### src/rtl/iterative_divider_64_32_if.sv
// Operand/result bundle for the 2N-by-N restoring divider.
// Handshake: the master raises enable with A/B valid; the slave captures on that edge and later raises done
// while Q/R/err are valid, holding them until the master drops enable (which also frees the slave for a new start).
interface iterative_divider_64_32_if #(
    parameter int N = 32
);
    logic             enable;
    logic [2*N-1:0]   A;
    logic [N-1:0]     B;
    logic [N-1:0]     Q;
    logic [N-1:0]     R;
    logic             done;
    logic             err;

    modport master (
        output enable, A, B,
        input  Q, R, done, err
    );

    modport slave (
        input  enable, A, B,
        output Q, R, done, err
    );
endinterface

### src/rtl/iterative_divider_64_32.sv
// Unsigned 2N/N restoring divider: one quotient bit per clock, N run cycles after the capture edge.
// Illegal divisions (B==0 or quotient overflow) finish on the capture edge with err set.
module iterative_divider_64_32 #(
    parameter int N = 32
) (
    input  logic                     clk,
    input  logic                     rst,
    iterative_divider_64_32_if.slave bus,
    output logic [1:0]               state_dbg
);
    localparam int CW = $clog2(N) + 1;

    typedef enum logic [1:0] {
        IDLE = 2'd0,
        RUN  = 2'd1,
        DONE = 2'd2
    } state_t;

    state_t        state, state_nx;
    logic [N:0]    rem, rem_nx;
    logic [N-1:0]  dvd, dvd_nx;
    logic [N-1:0]  div, div_nx;
    logic [CW-1:0] cnt, cnt_nx;
    logic [N-1:0]  q_r, q_nx;
    logic [N-1:0]  r_r, r_nx;
    logic          done_r, done_nx;
    logic          err_r, err_nx;

    logic [N:0]    shifted;
    logic [N:0]    diff;
    logic          fits;

    // rem stays below the divisor, so its top bit is zero in legal runs; it is still folded into fits.
    always_comb begin
        shifted = {rem[N-1:0], dvd[N-1]};
        diff    = shifted - {1'b0, div};
        fits    = rem[N] | (shifted >= {1'b0, div});
    end

    always_comb begin
        state_nx = state;
        rem_nx   = rem;
        dvd_nx   = dvd;
        div_nx   = div;
        cnt_nx   = cnt;
        q_nx     = q_r;
        r_nx     = r_r;
        done_nx  = done_r;
        err_nx   = err_r;

        case (state)
            IDLE: begin
                if (bus.enable) begin
                    div_nx = bus.B;
                    if (bus.B == '0 || bus.A[2*N-1:N] >= bus.B) begin
                        state_nx = DONE;
                        rem_nx   = '0;
                        dvd_nx   = '0;
                        q_nx     = '1;
                        r_nx     = '0;
                        err_nx   = 1'b1;
                        done_nx  = 1'b1;
                    end else begin
                        state_nx = RUN;
                        rem_nx   = {1'b0, bus.A[2*N-1:N]};
                        dvd_nx   = bus.A[N-1:0];
                        cnt_nx   = '0;
                    end
                end
            end

            RUN: begin
                // dvd doubles as the quotient register: dividend bits leave at the top, quotient bits enter at the bottom.
                rem_nx = fits ? diff : shifted;
                dvd_nx = {dvd[N-2:0], fits};
                cnt_nx = cnt + CW'(1);
                if (cnt == CW'(N - 1)) begin
                    state_nx = DONE;
                    q_nx     = dvd_nx;
                    r_nx     = rem_nx[N-1:0];
                    err_nx   = 1'b0;
                    done_nx  = 1'b1;
                end
            end

            DONE: begin
                if (!bus.enable) begin
                    state_nx = IDLE;
                    done_nx  = 1'b0;
                    err_nx   = 1'b0;
                end
            end

            default: state_nx = IDLE;
        endcase
    end

    always_ff @(posedge clk or posedge rst) begin
        if (rst) begin
            state  <= IDLE;
            rem    <= '0;
            dvd    <= '0;
            div    <= '0;
            cnt    <= '0;
            q_r    <= '0;
            r_r    <= '0;
            done_r <= 1'b0;
            err_r  <= 1'b0;
        end else begin
            state  <= state_nx;
            rem    <= rem_nx;
            dvd    <= dvd_nx;
            div    <= div_nx;
            cnt    <= cnt_nx;
            q_r    <= q_nx;
            r_r    <= r_nx;
            done_r <= done_nx;
            err_r  <= err_nx;
        end
    end

    assign bus.Q     = q_r;
    assign bus.R     = r_r;
    assign bus.done  = done_r;
    assign bus.err   = err_r;
    assign state_dbg = state;
endmodule

### src/flat_wrapper.sv
// flat-port wrapper written by rule: the top's interface ports become plain ports
module iterative_divider_64_32_flat 
#(
    parameter int N = 32
)
  (clk, rst, state_dbg, bus_enable, bus_A, bus_B, bus_Q, bus_R, bus_done, bus_err);
  iterative_divider_64_32_if #(.N(N)) bus_i ();
  input  logic clk;
  input  logic rst;
  output logic [1:0] state_dbg;
  input wire logic [$bits(bus_i.enable)-1:0] bus_enable;
  input wire logic [$bits(bus_i.A)-1:0] bus_A;
  input wire logic [$bits(bus_i.B)-1:0] bus_B;
  output wire logic [$bits(bus_i.Q)-1:0] bus_Q;
  output wire logic [$bits(bus_i.R)-1:0] bus_R;
  output wire logic [$bits(bus_i.done)-1:0] bus_done;
  output wire logic [$bits(bus_i.err)-1:0] bus_err;
  assign bus_i.enable = bus_enable;
  assign bus_i.A = bus_A;
  assign bus_i.B = bus_B;
  assign bus_Q = bus_i.Q;
  assign bus_R = bus_i.R;
  assign bus_done = bus_i.done;
  assign bus_err = bus_i.err;
  iterative_divider_64_32 #(.N(N)) u_core (.clk(clk), .rst(rst), .bus(bus_i), .state_dbg(state_dbg));
endmodule
### config.mk
export PLATFORM = sky130hd
export DESIGN_NAME = iterative_divider_64_32_flat
export DESIGN_NICKNAME = d
export VERILOG_FILES = /design/src/rtl/iterative_divider_64_32_if.sv /design/src/rtl/iterative_divider_64_32.sv /design/src/flat_wrapper.sv
export SDC_FILE = /design/constraint.sdc
export NUM_CORES = 1
export LEC_CHECK = 0
export BUFFER_PORTS_ARGS = -buffer_cell sky130_fd_sc_hd__buf_4
export CORE_UTILIZATION = 52
export CTS_CLUSTER_DIAMETER = 50
export DETAILED_ROUTE_END_ITERATION = 16
export GPL_TIMING_DRIVEN = 0
export PLACE_DENSITY = 0.86
export SLEW_MARGIN = 20
export SYNTH_ARGS = -nofsm -noshare
export SYNTH_HDL_FRONTEND = slang
export SYNTH_SLANG_ARGS = --single-unit
### constraint.sdc
create_clock -name clk -period 5 [get_ports clk]
set_input_delay 0 -clock clk [delete_from_list [all_inputs] [get_ports clk]]
set_output_delay 0 -clock clk [all_outputs]
set_load 0.03 [all_outputs]
* After elaboration in Yosys (flattened, before gate mapping) *
Index checks and enable logic that the tools add are counted.

word-level totals
  register bits = 171
  input bits = 99
  output and inout port bits = 68
  word-level logic and storage cells = 63

cells by class
  add/sub/neg operators = 2
  order comparisons = 2
  equality and inequality tests = 8
  mux-type cells = 30
  bitwise operators = 1
  reduce and logical (&&, ||, !) cells = 11

operators with widths
  operator                                                                count
  32-bit two-way mux                                                      9
  32-bit case mux with 2 select lines                                     3
  33-bit two-way mux                                                      2
  33-bit case mux with 2 select lines                                     1
  33-bit by 32-bit greater-or-equal comparator with 1-bit output          1
  33-bit by 32-bit subtractor with 33-bit output                          1
  32-bit greater-or-equal comparator                                      1
  32-bit zero test                                                        1
  6-bit two-way mux                                                       2
  6-bit case mux with 2 select lines                                      1
  2-bit two-way mux                                                       4
  6-bit by 1-bit adder with 6-bit output (second input constant)          1
  6-bit by 5-bit equality test with 1-bit output (second input constant)  1
  2-bit != test (second input constant)                                   3
  1-bit case mux with 3 select lines                                      2
  2-bit case mux with 3 select lines                                      1
  3-bit AND reduction                                                     2
  1-bit two-way mux                                                       5
  5-bit AND reduction                                                     1
  2-bit by 1-bit != test with 1-bit output (second input constant)        2
  2-bit AND reduction                                                     2
  4-bit AND reduction                                                     1
  3-bit nonzero test                                                      1
  2-bit by 1-bit equality test with 1-bit output (second input constant)  1
  5 further kinds                                                         5

* Logic depth before layout (Yosys ltp) *
  word-level depth = 5
  gate-level depth with buffers = 14
  depth with buffers taken out = 13

* Least setup slack after synthesis *
OpenSTA, ideal clock, no wires.

  kind = reg-to-reg
  from = register u_core.rem[3]
  to = register u_core.rem[28]
  library setup time = 0.137 ns
  data arrival time = 2.607 ns
  data required time = 4.863 ns
  setup slack = 2.256 ns
  stages on the path, launching flop included = 12
  path buffers = 1
  period minus slack after synthesis = 2.744 ns
  cells stage by stage = dfrtp_1 ha_1 a21o_1 or3_4 o211ai_2 a31oi_4 a21oi_4 o2111ai_4 buf_6 and2_4 a221oi_2 a21oi_1

between the ends
  cells in the longest elaborated chain, start to end = 4
  elaborated cells on any way between the ends = 5
  those cells by class = add/sub (1); order compare (1); mux (2); bitwise (1)

ends and longest elaborated chain
  item                                                            line                            RTL
  from (decl)                                                     iterative_divider_64_32.sv:20   logic [N:0] rem, rem_nx;
  from (signal assigned)                                          iterative_divider_64_32.sv:111  rem <= rem_nx;
  33-bit by 32-bit greater-or-equal comparator with 1-bit output  iterative_divider_64_32.sv:37   fits = rem[N] | (shifted >= {1'b0, div});
  1-bit bitwise OR                                                iterative_divider_64_32.sv:37
  33-bit two-way mux *                                            iterative_divider_64_32.sv:74   rem_nx = fits ? diff : shifted;
  33-bit case mux with 2 select lines *                           iterative_divider_64_32.sv:51   case (state)

Every way passes the cells marked *; elsewhere a longest branch is shown, timed or not.
A chain may end at the register's enable or synchronous reset.

* Worst setup path in the final report *
  from = input port bus_B[2]
  to = register u_core.q_r[26], in the netlist u_core.bus.Q[26]

between the ends
  cells in the longest elaborated chain, start to end = 4
  elaborated cells on any way between the ends = 5
  those cells by class = order compare (1); eq/ne (1); reduce/logical (3)

ends and longest elaborated chain
  item                                                                           line                            RTL
  from (decl)                                                                    flat_wrapper.sv:13              input wire logic [$bits(bus_i.B)-1:0] bus_B;
  32-bit greater-or-equal comparator / 32-bit zero test (equally long branches)  iterative_divider_64_32.sv:55   if (bus.B == '0 || bus.A[2*N-1:N] >= bus.B) begin
  1-bit logical OR *                                                             iterative_divider_64_32.sv:55
  2-bit by 1-bit != test with 1-bit output (no line) *                           n/a
  4-bit AND reduction (no line) *                                                n/a
  to (signal assigned)                                                           iterative_divider_64_32.sv:115  q_r <= q_nx;
  to (decl)                                                                      iterative_divider_64_32.sv:24   logic [N-1:0] q_r, q_nx;

Marks and branches as above.

==> impl_metrics.yaml <==
worst_setup_path:
  startpoint: "bus_B[2]"
  crit_type: "input port to flop"
  critPathCaptureType: "flop"
  critPathTopFamily: "compound AO/OA/AOI/OAI gates"
  path_cells: "dlygate4sd3_1 -> buf_4 -> inv_1 -> ha_1 -> a211oi_1 -> o21ai_0 -> a21oi_1 -> o21ai_0 -> a21oi_1 -> o21a_1 -> a211o_1 -> clkbuf_1 -> clkbuf_1 -> nand2_1 -> o21ai_0"
  crit_path_start_kind: "input port"
  crit_buf_inv: 5
  slowest_delay_ns: 0.69
  cp_common_cell: "o21ai_0"
  crit_arrival_ns: 4.30
  rr_startpoint: "u_core.state_dbg[1]"
  cpMaxStageDelayCell: "clkbuf_1"
  path_max_fanout: 10
  crit_required_ns: 5.34
final_layout:
  fillCellCount: 1436
  fin_util_pct: 69.4
  drive_gt1_share_pct: 16.3
  area_growth_pct: 31.0
  num-nets-final: 1668
clocking:
  clock_latency_ns: 0.44
  tritoncts: "built"
  cts_sinks: 171
  path_clk_slew_ns: 0.07
  cts_max_level: 4
  cts_setup_buffers: 0
  root_buffer: "clkbuf_16"
  cts.path.max_buffers: 2
  cts_made_buffers: 17
floorplanning:
  row_count: 51
  initial_utilization_pct: 53.0
  coreArea_um2: 19400
  die_y_um: 143
  die_area_um2: 20300
  die_x_um: 143
  io_pins: 167
logic_synthesis:
  syn-num-nets: 1384
  synthTopCellsByArea: "dfrtp_1, ha_1, nand2_1, o21ai_0, nor2_1"
  synth-seq-area-share_pct: 41.6
  synth_commonest_cells: "nand2_1, dfrtp_1, nor2_1"
  synth-main-ff-cell: "dfrtp_1"
  async_reset_ff_share_pct: 100
  avgSynthCellArea_um2: 8.46
  synth_cells: 1216
  synth_edf_count: 0
  yosysWarnings: 0
  ys_ff_latch: 171
  synth.distinct_cells: 65
  synth_top_cell_area_share_pct: 41.6
  yosysTopAreaCell: "dfrtp_1"
  netlist_area_um2: 10300
  synth.most_common_cell: "nand2_1"
place:
  port_buffers: 166
  post-dp-hpwl_um: 21900
  gp_congestion: 0.939
global_routing:
  grt_start_max_net_pins: 100
  grt_usage_pct: 32.2
  antenna_found_initial: 0
  grt_pass1_wl_um: 50900
  grt_pass1_vias: 10200
  grt_overflow: 0
drt:
  drtIter0Drc: 1133
  drt_first_pass_iters: 6
  num_vias: 10300
  avgViaCountPerCell: 5.80
  finalWirelength_um: 32000
  wl_per_cell_um: 18.0
  route.detailed.drc: 0
  drtAntennaViolNets: 0
power:
  ir_drop_mv: 0.319
  leakagePower_uw: 0.00634
  power_density_nw_per_um2: 782
sta:
  rsz0062_at_grt: "no"
  max_freq_ghz: 0.252
  finalSetupViolCount: 0
  tightest_slew_ns: 0.857
  skew_ns: 0.0156
  whs_ns: 0.159
  slew_headroom_pct: 42.9
  hold_viol_final: 0
  fin_crit_ns: 3.97
  fin_tns_setup_ns: 0
  finalCritPeriodShare_pct: 79.3
  drv_slew: 0
outcome:
  status: "completed"
job:
  drv_cap: 0
worst_hold_path:
  holdCritPathClass: "input port to async pin"
## tightest hold or removal path: cells and delay by family
kind | cells | cell delay (ns)
buffers and inverters | 3 | 1.05
## placed cells by master (no fill, tap or decap), types with 4 or more instances in the layout
| cell | Yosys | final |
|---|---|---|
| nand2b_1 | 5 | 5 |
| dfrtp_1 | 171 | 171 |
| a211oi_1 | 5 | 5 |
| nand3_1 | 15 | 15 |
| and3_1 | 7 | 7 |
| xor2_1 | 8 | 8 |
| o21ai_0 | 116 | 116 |
| mux2_2 | 8 | 8 |
| buf_2 | 8 | 8 |
| a22oi_1 | 33 | 33 |
| ha_1 | 68 | 68 |
| inv_8 | 0 | 4 |
| clkbuf_16 | 0 | 17 |
| buf_4 | 2 | 168 |
| a21o_1 | 25 | 25 |
| mux2i_1 | 7 | 7 |
| inv_1 | 82 | 81 |
| clkbuf_1 | 52 | 53 |
| a31oi_1 | 35 | 35 |
| nor2_1 | 128 | 128 |
| o21a_1 | 5 | 5 |
| xnor2_1 | 20 | 20 |
| mux2_4 | 8 | 8 |
| dlygate4sd3_1 | 0 | 98 |
| o21ai_1 | 15 | 15 |
| nor2b_1 | 4 | 4 |
| nand4_1 | 16 | 16 |
| a21oi_1 | 89 | 89 |
| o211ai_1 | 12 | 12 |
| buf_1 | 11 | 11 |
| nor4_1 | 10 | 10 |
| nor3_1 | 8 | 8 |
| nand2_1 | 190 | 190 |
## metal layers
metal / up-vias / global-route usage, % / part of all wire (%)
li1: 4794 / - / -
met3: 81 / 5.20 / 6.7
met1: 4961 / 41.5 / 42
met5: - / 0 / 0
met2: 483 / 54.2 / 48
met4: 0 / 12.6 / 3.1
## what timing repair did
action / CTS / global route
resized for setup: 0 / 0
hold endpoints to repair: 172 / 0
hold buffers: 98 / 0
## cells by family (layout without fill, tap and decap cells)
group           Yosys count  after routing  share of synthesized area [%]
simple gates            394            394                           16.1
compound gates          370            370                           22.3
flops                   171            171                           41.6
buf+inv                 161            458                           6.40
fa+ha+maj                69             69                           8.47
xor+xnor                 28             28                           2.38
mux                      23             23                           2.73
other cells               0              1                              0
## cell type report
cell class                 count  area, um2  share of cell area (%)
clock buffer                  18        429                    3.19
antenna                        1       2.50                  0.0186
sequential                   171       4280                    31.8
inverter                      82        315                    2.34
tap                          265        332                    2.46
timing repair buffer         265       2250                    16.7
buffer                        79        350                    2.60
multi-input combinational    884       5350                    39.7
clock inverter                14        159                    1.18
## worst paths after layout
path	endpoint	cells past startpoint	slack, ns
min in group clk	u_core.rem[4]	4	0.39
worst max register to register	u_core.bus.Q[26]	10	1.67
worst max-delay path	u_core.bus.Q[26]	15	1.03
worst min-delay path	u_core.bus.Q[10]	3	0.16
worst min register to register	u_core.bus.R[24]	2	0.48
max in group asynchronous	u_core.rem[12]	4	3.98
## power by group
| group | total (uW) | switching (uW) | internal, uW |
|---|---|---|---|
| logic | 6740 | 4160 | 2580 |
| clock network | 1330 | 622 | 707 |
| registers | 2470 | 446 | 2020 |
## registers in the layout, summed over array words and instances, names as in the netlist
name              flops
u_core.bus.err        1
u_core.cnt            6
u_core.dvd           32
u_core.bus.done       1
u_core.div           32
u_core.bus.Q         32
u_core.bus.R         32
u_core.rem           33
u_core.state_dbg      2
## stage by stage
stage                     setup WS [ns]  power, uW  cells  instance area, um2
after CTS                          1.18      10400   1778               13500
after floorplan                   0.368       7170   1216               10300
final                              1.03      10500   1779               13500
after global routing              0.922      11300   1778               13500
after detailed placement           1.28       8910   1648               11900
after global placement            -1.43       8730   1647               11900
No activity file was read; power rests on OpenSTA's default activity.
